<file path="src/rtl/ssp_cfg_sync_ctrl_if.sv">
// ----------------------------------------------------------------------------
// ssp_cfg_sync_ctrl_if
//   Bundles the staging-write, commit, synchronizer-handshake and status
//   signals of ssp_cfg_sync_ctrl.
//
//   master : environment side (AHB slave staging writes + config synchronizer)
//            drives wr_en/wr_sel/wr_data/commit/cfg_ready, observes the rest.
//   slave  : the controller itself.
//
//   wr_en       staging write strobe
//   wr_sel      0=DADR, 1=CADR, 2=ctrl {DBIT,DLEN}=wr_data[1:0], 3=ignored
//   wr_data     staging write data
//   commit      single-cycle request to transfer staging -> active
//   cfg_ready   synchronizer ready (already in HCLK domain)
//   cfg_req     request to synchronizer
//   DADR_O/CADR_O/DLEN_O/DBIT_O  active register set
//   busy/pending/done/timeout_err status
// ----------------------------------------------------------------------------
interface ssp_cfg_sync_ctrl_if #(
    parameter int ADDR_WIDTH = 6
);
    logic                  wr_en;
    logic [1:0]            wr_sel;
    logic [ADDR_WIDTH-1:0] wr_data;
    logic                  commit;
    logic                  cfg_ready;
    logic                  cfg_req;
    logic [ADDR_WIDTH-1:0] DADR_O;
    logic [ADDR_WIDTH-1:0] CADR_O;
    logic                  DLEN_O;
    logic                  DBIT_O;
    logic                  busy;
    logic                  pending;
    logic                  done;
    logic                  timeout_err;

    modport master (
        output wr_en, wr_sel, wr_data, commit, cfg_ready,
        input  cfg_req, DADR_O, CADR_O, DLEN_O, DBIT_O,
               busy, pending, done, timeout_err
    );

    modport slave (
        input  wr_en, wr_sel, wr_data, commit, cfg_ready,
        output cfg_req, DADR_O, CADR_O, DLEN_O, DBIT_O,
               busy, pending, done, timeout_err
    );
endinterface

</file>
<file path="src/rtl/ssp_cfg_sync_ctrl.sv">
// ----------------------------------------------------------------------------
// ssp_cfg_sync_ctrl
//   Bus-side sequencer for the SSP/CRC configuration path. Holds a staging
//   register set written by the AHB slave; on commit copies it into the
//   active set and runs a four-phase req/ready handshake with the
//   configuration synchronizer. One commit can be queued while a handshake
//   is running; each handshake phase is guarded by a timeout.
//
//   Ports:
//     HCLK     system clock, rising edge
//     HRESETn  asynchronous active-low reset
//     bus      ssp_cfg_sync_ctrl_if.slave (staging writes, commit,
//              cfg_req/cfg_ready handshake, active outputs, status)
//
//   Parameters:
//     ADDR_WIDTH  width of DADR/CADR (>= 2, ctrl uses wr_data[1:0])
//     TIMEOUT     cycles allowed per handshake phase (>= 8)
//     CNT_WIDTH   timeout counter width, 2**CNT_WIDTH > TIMEOUT
// ----------------------------------------------------------------------------
module ssp_cfg_sync_ctrl #(
    parameter int ADDR_WIDTH = 6,
    parameter int TIMEOUT    = 64,
    parameter int CNT_WIDTH  = 8
) (
    input  logic                 HCLK,
    input  logic                 HRESETn,
    ssp_cfg_sync_ctrl_if.slave   bus
);

    localparam logic [1:0] S_IDLE  = 2'd0;
    localparam logic [1:0] S_REQ   = 2'd1;
    localparam logic [1:0] S_REL   = 2'd2;
    localparam logic [1:0] S_ABORT = 2'd3;

    localparam logic [CNT_WIDTH-1:0] CNT_LAST = CNT_WIDTH'(TIMEOUT - 1);

    logic [1:0]            r_state;
    logic [CNT_WIDTH-1:0]  r_cnt;
    logic                  r_pending;
    logic                  r_done;
    logic                  r_terr;

    logic [ADDR_WIDTH-1:0] r_stg_dadr;
    logic [ADDR_WIDTH-1:0] r_stg_cadr;
    logic                  r_stg_dlen;
    logic                  r_stg_dbit;

    logic [ADDR_WIDTH-1:0] r_act_dadr;
    logic [ADDR_WIDTH-1:0] r_act_cadr;
    logic                  r_act_dlen;
    logic                  r_act_dbit;

    logic                  w_launch;
    logic                  w_cnt_last;

    // A launch takes either a fresh commit or the queued one; both are
    // served from the staging contents present at this edge.
    assign w_launch   = (r_state == S_IDLE) && (bus.commit || r_pending);
    assign w_cnt_last = (r_cnt == CNT_LAST);

    // ------------------------------------------------------------------
    // Staging set: written in any state, never touches the active set.
    // A write coinciding with a launch lands here only; the launch copies
    // the pre-write value because both read r_stg_* at the same edge.
    // ------------------------------------------------------------------
    always_ff @(posedge HCLK or negedge HRESETn) begin
        if (!HRESETn) begin
            r_stg_dadr <= '0;
            r_stg_cadr <= '0;
            r_stg_dlen <= 1'b0;
            r_stg_dbit <= 1'b0;
        end else if (bus.wr_en) begin
            case (bus.wr_sel)
                2'd0: r_stg_dadr <= bus.wr_data;
                2'd1: r_stg_cadr <= bus.wr_data;
                2'd2: begin
                    r_stg_dlen <= bus.wr_data[0];
                    r_stg_dbit <= bus.wr_data[1];
                end
                default: ;
            endcase
        end
    end

    // ------------------------------------------------------------------
    // Active set: changes only on the IDLE->REQ edge, so it is already
    // stable by the time the synchronizer sees cfg_req.
    // ------------------------------------------------------------------
    always_ff @(posedge HCLK or negedge HRESETn) begin
        if (!HRESETn) begin
            r_act_dadr <= '0;
            r_act_cadr <= '0;
            r_act_dlen <= 1'b0;
            r_act_dbit <= 1'b0;
        end else if (w_launch) begin
            r_act_dadr <= r_stg_dadr;
            r_act_cadr <= r_stg_cadr;
            r_act_dlen <= r_stg_dlen;
            r_act_dbit <= r_stg_dbit;
        end
    end

    // ------------------------------------------------------------------
    // Pending: any commit outside IDLE (including the REL->IDLE exit
    // cycle) is queued; repeated commits merge into the one slot.
    // ------------------------------------------------------------------
    always_ff @(posedge HCLK or negedge HRESETn) begin
        if (!HRESETn) begin
            r_pending <= 1'b0;
        end else if (r_state != S_IDLE) begin
            if (bus.commit)
                r_pending <= 1'b1;
        end else if (w_launch) begin
            r_pending <= 1'b0;
        end
    end

    // ------------------------------------------------------------------
    // Handshake FSM with per-phase timeout. The counter is zeroed on
    // every phase entry, so it never needs to saturate.
    // ------------------------------------------------------------------
    always_ff @(posedge HCLK or negedge HRESETn) begin
        if (!HRESETn) begin
            r_state <= S_IDLE;
            r_cnt   <= '0;
            r_done  <= 1'b0;
            r_terr  <= 1'b0;
        end else begin
            r_done <= 1'b0;
            case (r_state)
                S_IDLE: begin
                    if (w_launch) begin
                        r_state <= S_REQ;
                        r_cnt   <= '0;
                        r_terr  <= 1'b0;
                    end
                end
                S_REQ: begin
                    if (bus.cfg_ready) begin
                        r_state <= S_REL;
                        r_cnt   <= '0;
                    end else if (w_cnt_last) begin
                        r_state <= S_ABORT;
                        r_terr  <= 1'b1;
                    end else begin
                        r_cnt <= r_cnt + CNT_WIDTH'(1);
                    end
                end
                S_REL: begin
                    if (!bus.cfg_ready) begin
                        r_state <= S_IDLE;
                        r_done  <= 1'b1;
                    end else if (w_cnt_last) begin
                        r_state <= S_ABORT;
                        r_terr  <= 1'b1;
                    end else begin
                        r_cnt <= r_cnt + CNT_WIDTH'(1);
                    end
                end
                default: begin
                    // ABORT: wait for the synchronizer to release before
                    // accepting new work; no timeout here.
                    if (!bus.cfg_ready)
                        r_state <= S_IDLE;
                end
            endcase
        end
    end

    // cfg_req decodes directly from the state register so it rises on the
    // same edge as the active-set copy and falls asynchronously on reset.
    assign bus.cfg_req     = (r_state == S_REQ);
    assign bus.busy        = (r_state != S_IDLE);
    assign bus.pending     = r_pending;
    assign bus.done        = r_done;
    assign bus.timeout_err = r_terr;
    assign bus.DADR_O      = r_act_dadr;
    assign bus.CADR_O      = r_act_cadr;
    assign bus.DLEN_O      = r_act_dlen;
    assign bus.DBIT_O      = r_act_dbit;

endmodule

</file>
<file path="src/flat_wrapper.sv">
// flat-port wrapper written by rule: the top's interface ports become plain ports
module ssp_cfg_sync_ctrl_flat 
#(
    parameter int ADDR_WIDTH = 6,
    parameter int TIMEOUT    = 64,
    parameter int CNT_WIDTH  = 8
)
  (HCLK, HRESETn, bus_wr_en, bus_wr_sel, bus_wr_data, bus_commit, bus_cfg_ready, bus_cfg_req, bus_DADR_O, bus_CADR_O, bus_DLEN_O, bus_DBIT_O, bus_busy, bus_pending, bus_done, bus_timeout_err);
  ssp_cfg_sync_ctrl_if #(.ADDR_WIDTH(ADDR_WIDTH)) bus_i ();
  input  logic HCLK;
  input  logic HRESETn;
  input wire logic [$bits(bus_i.wr_en)-1:0] bus_wr_en;
  input wire logic [$bits(bus_i.wr_sel)-1:0] bus_wr_sel;
  input wire logic [$bits(bus_i.wr_data)-1:0] bus_wr_data;
  input wire logic [$bits(bus_i.commit)-1:0] bus_commit;
  input wire logic [$bits(bus_i.cfg_ready)-1:0] bus_cfg_ready;
  output wire logic [$bits(bus_i.cfg_req)-1:0] bus_cfg_req;
  output wire logic [$bits(bus_i.DADR_O)-1:0] bus_DADR_O;
  output wire logic [$bits(bus_i.CADR_O)-1:0] bus_CADR_O;
  output wire logic [$bits(bus_i.DLEN_O)-1:0] bus_DLEN_O;
  output wire logic [$bits(bus_i.DBIT_O)-1:0] bus_DBIT_O;
  output wire logic [$bits(bus_i.busy)-1:0] bus_busy;
  output wire logic [$bits(bus_i.pending)-1:0] bus_pending;
  output wire logic [$bits(bus_i.done)-1:0] bus_done;
  output wire logic [$bits(bus_i.timeout_err)-1:0] bus_timeout_err;
  assign bus_i.wr_en = bus_wr_en;
  assign bus_i.wr_sel = bus_wr_sel;
  assign bus_i.wr_data = bus_wr_data;
  assign bus_i.commit = bus_commit;
  assign bus_i.cfg_ready = bus_cfg_ready;
  assign bus_cfg_req = bus_i.cfg_req;
  assign bus_DADR_O = bus_i.DADR_O;
  assign bus_CADR_O = bus_i.CADR_O;
  assign bus_DLEN_O = bus_i.DLEN_O;
  assign bus_DBIT_O = bus_i.DBIT_O;
  assign bus_busy = bus_i.busy;
  assign bus_pending = bus_i.pending;
  assign bus_done = bus_i.done;
  assign bus_timeout_err = bus_i.timeout_err;
  ssp_cfg_sync_ctrl #(.ADDR_WIDTH(ADDR_WIDTH), .TIMEOUT(TIMEOUT), .CNT_WIDTH(CNT_WIDTH)) u_core (.HCLK(HCLK), .HRESETn(HRESETn), .bus(bus_i));
endmodule
</file>
<file path="config.mk">
export PLATFORM = sky130hd
export DESIGN_NAME = ssp_cfg_sync_ctrl_flat
export DESIGN_NICKNAME = d
export VERILOG_FILES = /design/src/rtl/ssp_cfg_sync_ctrl_if.sv /design/src/rtl/ssp_cfg_sync_ctrl.sv /design/src/flat_wrapper.sv
export SDC_FILE = /design/constraint.sdc
export NUM_CORES = 1
export LEC_CHECK = 0
export CORE_UTILIZATION = 40
export DETAILED_ROUTE_END_ITERATION = 7
export PLACE_DENSITY = 0.7
export SLEW_MARGIN = 40
export SYNTH_ARGS = -nofsm -noshare
export SYNTH_HDL_FRONTEND = slang
export SYNTH_SLANG_ARGS = --single-unit
</file>
<file path="constraint.sdc">
create_clock -name HCLK -period 2.05 [get_ports HCLK]
set_input_delay 0.3075 -clock HCLK [delete_from_list [all_inputs] [get_ports HCLK]]
set_output_delay 0.3075 -clock HCLK [all_outputs]
set_load 0.03 [all_outputs]
</file>
==> results by group, run 1 <==
Status
  – Status: finished clean

Worst setup path
  – CP endpoint kind: flop
  – Setup CP Type: reg -> reg
  – Worst Setup SP: u_core.r_state[0]
  – R2r endpoint: u_core.r_cnt[0]
  – R2r startpoint: u_core.r_state[0]
  – R2R cell count: 6
  – CP Launch Type: flop
  – Critical path data arrival time: 2.07 ns
  – Crit path max fanout: 7
  – Reg-to-reg slack, setup: ~0.16 ns
  – Crit path required time: 2.23 ns

Die
  – CORE AREA: 4414 sq um
  – Rows: 24
  – Initial Util: a little over two fifths
  – IO Pins: 32
  – Die height: between 70 and 80 um
  – Die width: 70.32 um
  – Die area: roughly 5000 sq um

Global routing
  – Gr usage total: between 10% and 20%
  – Vias in the first global route: ~1300
  – Largest net degree at the start of global routing: 42
  – Global route overflow: 0
  – Antenna violations before repair: 0
  – First-pass GRT wire length: between 6000 and 7000 um

Timing
  – Fmax: around 530 MHz
  – # setup viols final: 0
  – Final Worst Setup Slack: 0.1588 ns
  – Final critical-path required period: ~1.9 ns
  – Fin. Hold Viols: 0
  – Worst-margin pin slew: 0.5019 ns
  – Slew headroom: approximately 67%
  – Final Skew: about 0.0068 ns
  – RSZ-0062 raised after global routing: no
  – Setup TNS: 0 ns
  – Tcrit/Tclk final: 92.25%
  – Final Max Tran Viols: 0

Placed design
  – Placement Setup Slack: 0.1254 ns
  – Detailed Place HPWL: 2540 um
  – Placer Congestion: around 0.8
  – IO buf count: 31

CTS
  – TritonCTS clock tree: yes
  – Clock latency on the worst-skew pair: about 0.29 ns
  – Max clock buf depth: 2
  – CTS Root Buffer Type: clkbuf_8
  – H-tree lvl count: 2
  – Clock sink count: 41
  – Num CTS Buffers: 5
  – Worst-path clk slew: 0.08 ns

Yosys
  – Synth top area share: 54.96%
  – Cells after Synth: around 140
  – Seq/Total Area, Yosys: between 50 and 60%
  – Cell variety after synth: 39
  – Syn. warnings: 0
  – Post-synth EDFFs: 0
  – Synthesized area: 1867 sq um
  – FFs w/ async S/R, synth: between 90% and 100%
  – Syn Nets: ~160
  – Avg Inst Size Synth: ~13 sq um
  – Synth Flop Type: dfrtp_1
  – Biggest area consumer among synthesized cells: dfrtp_1
  – Yosys reg bits: 41
  – Synth top area cells: dfrtp_1 (55%), mux2_2 (15%), ha_1 (3.4%)

Pwr
  – Peak VDD IR: ~0.68 mV
  – Overall power: 3.399 mW
  – LEAKAGE: 1.027 nW
  – Pwr/cell area: approximately 1400 nW/um^2

Layout
  – Share of post-route cells with drive strength above 1: between 20 and 30%
  – Multi-input gate area in the final layout: 812.0 sq um
  – Fill cells: between 300 and 400
  – Layout Area Growth over Synthesis: 26.81%
  – Diode count: 0
  – Most frequent cells in the layout: dfrtp_1 (41), clkdlybuf4s50_1 (28), mux2_2 (25)
  – Post-layout util: about 54%
  – Sequential Area: around 1000 sq um
  – Nets: slightly below 200
  – Most common cell after layout, fill and taps aside: dfrtp_1

Drt
  – Residual DRC count: 0
  – Vias post-DR: 1233
  – Vias per cell: 5.338
  – Drt initial violations: between 100 and 150
  – Pre-Repair DR Iteration Count: 4
  – Final WL: ~3500 um
  – ANT nets after route: 0
  – Drt wl/cell: between 15 and 20 um

Run
  – Max Cap Viol: 0

Min path
  – Hold WC Path Type: in -> async
metrics by stage:
stage          hold slack, ns  cells  instance area [sq um]
2_1_floorplan         0.01191    139                   1867
3_3_place_gp           0.3868    223                   2250
3_5_place_dp           0.4009    223                   2250
4_1_cts               0.08153    231                   2367
5_1_grt                0.1192    231                   2367
6_report              0.05193    231                   2367
synthesized netlist by cell type (2+ instances only):
cell / count
dfrtp_1: 41
mux2_2: 25
a21oi_1: 7
nor2_1: 6
ha_1: 5
o21ai_1: 4
a22o_1: 3
and2_1: 3
inv_1: 3
mux2_1: 3
nand3_1: 3
nor3_1: 3
a21o_1: 2
buf_2: 2
nand2_1: 2
nand3b_1: 2
nor3b_2: 2
o22a_2: 2
layer usage:
layer,share of wire (%),global-route usage [%],up-vias
li1,-,-,587
met1,45,20.81,602
met2,48,24.55,37
met3,4.7,3.463,7
met4,1.8,7.333,0
met5,0,0,-
power breakdown:
part | switching [mW] | leakage [nW] | total [mW] | internal [mW]
sequential | 0.131 | 0.509 | 1.17 | 1.04
clock | 0.279 | 0.0574 | 0.675 | 0.396
combinational | 0.839 | 0.461 | 1.55 | 0.713
kinds of logic after synthesis:
group,after synthesis,share of synthesized area [%]
fa+ha+maj,5,3.351
buf+inv,6,1.542
simple gates,29,10.39
mux,29,17.69
flops,41,54.96
compound gates,29,12.07
repair_timing:
action / in CTS / in global routing
buffers inserted: 0 / 0
endpoints found under the setup margin: 2 / 0
gates resized for setup: 2 / 0
hold buffers: 0 / 0
flip-flops by register name (all words and copies together), names as in the netlist:
signal,flops
u_core.r_stg_dadr,6
u_core.r_cnt,8
u_core.bus.DADR_O,6
u_core.bus.pending,1
u_core.r_state,2
u_core.r_stg_cadr,6
u_core.bus.DLEN_O,1
u_core.r_stg_dlen,1
u_core.bus.timeout_err,1
u_core.r_stg_dbit,1
u_core.bus.CADR_O,6
u_core.bus.done,1
u_core.bus.DBIT_O,1
worst max-delay path, cell delays in order, from the launching register on:
cell	delay, ns
dfrtp_1	0.40
inv_1	0.09
ha_1	0.30
nor2b_4	0.17
a211oi_2	0.44
o21ai_2	0.11
mux2_4	0.27
area by class of cell:
type	count	share of cell area [%]
inverters	3	0.4757
multi-input cells	92	34.30
clock buffers	6	3.488
well taps	52	2.748
repair buffers	35	14.06
flip-flops and latches	41	43.34
clock inverters	2	1.586
worst max path at each step:
| stage | cells past startpoint | slack [ns] | to |
|---|---|---|---|
| 4_1_cts | 6 | 0.18 | u_core.r_cnt[0] |
| 2_1_floorplan | 6 | 0.36 | u_core.bus.CADR_O[0] |
| 5_1_grt | 6 | 0.08 | u_core.r_cnt[7] |
| 6_report | 6 | 0.16 | u_core.r_cnt[0] |
| 3_5_place_dp | 5 | 0.13 | u_core.r_cnt[0] |
| 3_3_place_gp | 5 | 0.18 | u_core.r_cnt[0] |
Note: power is estimated with default switching activity, not from simulation.
==> run 2, diff against run 1 <==
--- a/config.mk
+++ b/config.mk
@@ -7,7 +7,7 @@
 export LEC_CHECK = 0
 export CORE_UTILIZATION = 40
 export DETAILED_ROUTE_END_ITERATION = 7
-export PLACE_DENSITY = 0.7
+export PLACE_DENSITY = 0.67
 export SLEW_MARGIN = 40
 export SYNTH_ARGS = -nofsm -noshare
 export SYNTH_HDL_FRONTEND = slang
==> run 2 against run 1 <==
Compared with the run above:
- final cell count rose by 0.87%
- via count is essentially flat
- sequential power about the same
- cell area rose by 0.90%
- power is 0.33% lower
- clock-buffer cell count did not move
- critical path type unchanged
- largest cell class unchanged
- highest routed layer unchanged
==> results by group, run 2 (synthesis results as in run 1) <==
Status
  – Status: finished clean

Drt
  – Drt initial violations: 66
  – Final WL: about 3400 um
  – Drt wl/cell: 14.76 um
  – ANT nets after route: 0
  – Vias post-DR: around 1200
  – Residual DRC count: 0
  – Pre-Repair DR Iteration Count: 4
  – Vias per cell: 5.296

Timing
  – Final Skew: between 0.006 and 0.007 ns
  – Setup TNS: 0 ns
  – Worst hold margin: 0.4418 ns
  – RSZ-0062 raised after global routing: no
  – Fin. Hold Viols: 0
  – Tcrit/Tclk final: between 90% and 100%
  – Worst-margin pin slew: roughly 0.45 ns
  – Fmax: between 500 and 600 MHz
  – Final Max Tran Viols: 0
  – Final critical-path required period: between 1.5 and 2 ns
  – # setup viols final: 0
  – Slew headroom: a little over two thirds

Placed design
  – Detailed Place HPWL: between 2000 and 3000 um
  – Placer Congestion: 0.8136
  – IO buf count: 31

Die
  – Rows: 24
  – IO Pins: 32
  – Die width: 70.32 um
  – CORE AREA: ~4400 sq um
  – Die area: slightly below 5000 sq um
  – Initial Util: ~42%
  – Die height: ~70 um

CTS
  – Clock latency on the worst-skew pair: 0.29 ns
  – Max clock buf depth: 2
  – Clock sink count: 41
  – Worst-path clk slew: 0.08 ns
  – CTS Root Buffer Type: clkbuf_8
  – Postcts setup bufs: 0
  – Num CTS Buffers: 5
  – TritonCTS clock tree: yes
  – H-tree lvl count: 2

Global routing
  – Met1 Use GR: between 10% and 20%
  – Met2 Resource Use GR: between 20% and 30%
  – Global route overflow: 0
  – Gr usage total: 15.57%
  – GRT busiest layer: met2
  – First-pass GRT wire length: 5920 um
  – Antenna violations before repair: 0
  – Vias in the first global route: between 1000 and 1500
  – Global-route track usage on met3: around 4.2%
  – Largest net degree at the start of global routing: 16

Layout
  – Diode count: 0
  – Share of post-route cells with drive strength above 1: roughly 29%
  – Nets: around 200
  – Largest register FFs: 8
  – Most common cell after layout, fill and taps aside: dfrtp_1
  – Largest register by flop count: u_core.r_cnt
  – Most frequent cells in the layout: dfrtp_1 (41), clkdlybuf4s50_1 (28), mux2_2 (25)
  – Post-layout util: a little over half
  – Layout Area Growth over Synthesis: 27.95%

Worst setup path
  – Worst Setup SP: u_core.r_state[0]
  – R2r startpoint: u_core.r_state[0]
  – Critical path data arrival time: between 2 and 2.5 ns
  – Crit path max fanout: 7
  – Setup CP Type: reg -> reg
  – Crit path required time: around 2.2 ns
  – CP endpoint kind: flop
  – CP Launch Type: flop

Pwr
  – Pwr/cell area: between 1000 and 1500 nW/um^2
  – Sequential power share: between 30% and 40%
  – Switching Fraction: around 36%
  – Overall power: 3.388 mW
  – Clock power frac: 19.7%
  – Sw power: between 1 and 1.5 mW
  – Combinational share of power: 45.8%
  – LEAKAGE: ~1.0 nW
  – Internal power: about 2.2 mW
  – Peak VDD IR: between 0.6 and 0.7 mV

Run
  – Max Cap Viol: 0

Min path
  – Hold WC Path Type: in -> async
-- run 2: cell count changes in the layout (fill, tap and decap cells not counted) --
cell            change
dlygate4sd3_1       +1
buf_4               +1
dlymetal6s2s_1      +1
dlygate4sd2_1       -1
-- run 2: worst max-delay path, stage by stage (launching register included) --
cell and delay (ns):
dfrtp_1 0.40, inv_1 0.09, ha_1 0.29, nor2b_4 0.17
a211oi_2 0.42, o21ai_2 0.12, mux2_4 0.28
-- run 2: through the flow --
step	setup slack [ns]	cell area [sq um]	cells
2_1_floorplan	0.3611	1867	139
3_3_place_gp	0.1817	2257	224
3_5_place_dp	0.1122	2257	224
4_1_cts	0.008929	2386	233
5_1_grt	0.04657	2389	233
6_report	0.1698	2389	233
-- run 2: worst paths after layout --
check,cells past startpoint,end,slack [ns]
setup reg to reg,6,u_core.r_cnt[0],0.17
min in group HCLK,1,u_core.bus.CADR_O[2],0.48
hold / removal,2,u_core.r_stg_dbit,0.44
setup / recovery,6,u_core.r_cnt[0],0.17
hold reg to reg,1,u_core.bus.CADR_O[2],0.48
max in group asynchronous,3,u_core.bus.DADR_O[5],1.08
-- run 2: timing repair --
action                                  in CTS  in global routing
resized for setup                            1                  1
hold buffers                                 1                  0
endpoints found under the hold margin       13                  0
endpoints found under the setup margin       1                  1
-- run 2: layout make-up --
cell class                 instances  area [sq um]
timing repair buffer              37         354.1
tap                               52         65.06
fill                             369          2026
sequential                        41          1026
inverter                           3         11.26
clock buffer                       6         82.58
multi-input combinational         92         812.0
clock inverter                     2         37.54
-- run 2: routing by layer --
layer | part of all wire, % | up-vias | wire length [um]
met1 | 45 | 608 | 1537
met2 | 50 | 33 | 1706
met4 | 1.8 | 0 | 62
met5 | 0 | - | 0
li1 | - | 588 | -
met3 | 3.8 | 5 | 131
-- run 2: power by group through the flow --
stage	clock network, mW	logic, mW	registers [mW]
floorplan	0	0.723	1.47
global placement	0	1.54	1.17
CTS	0.697	1.57	1.17
finish	0.669	1.55	1.17
detailed placement	0	1.58	1.19
global route	0.738	1.65	1.20
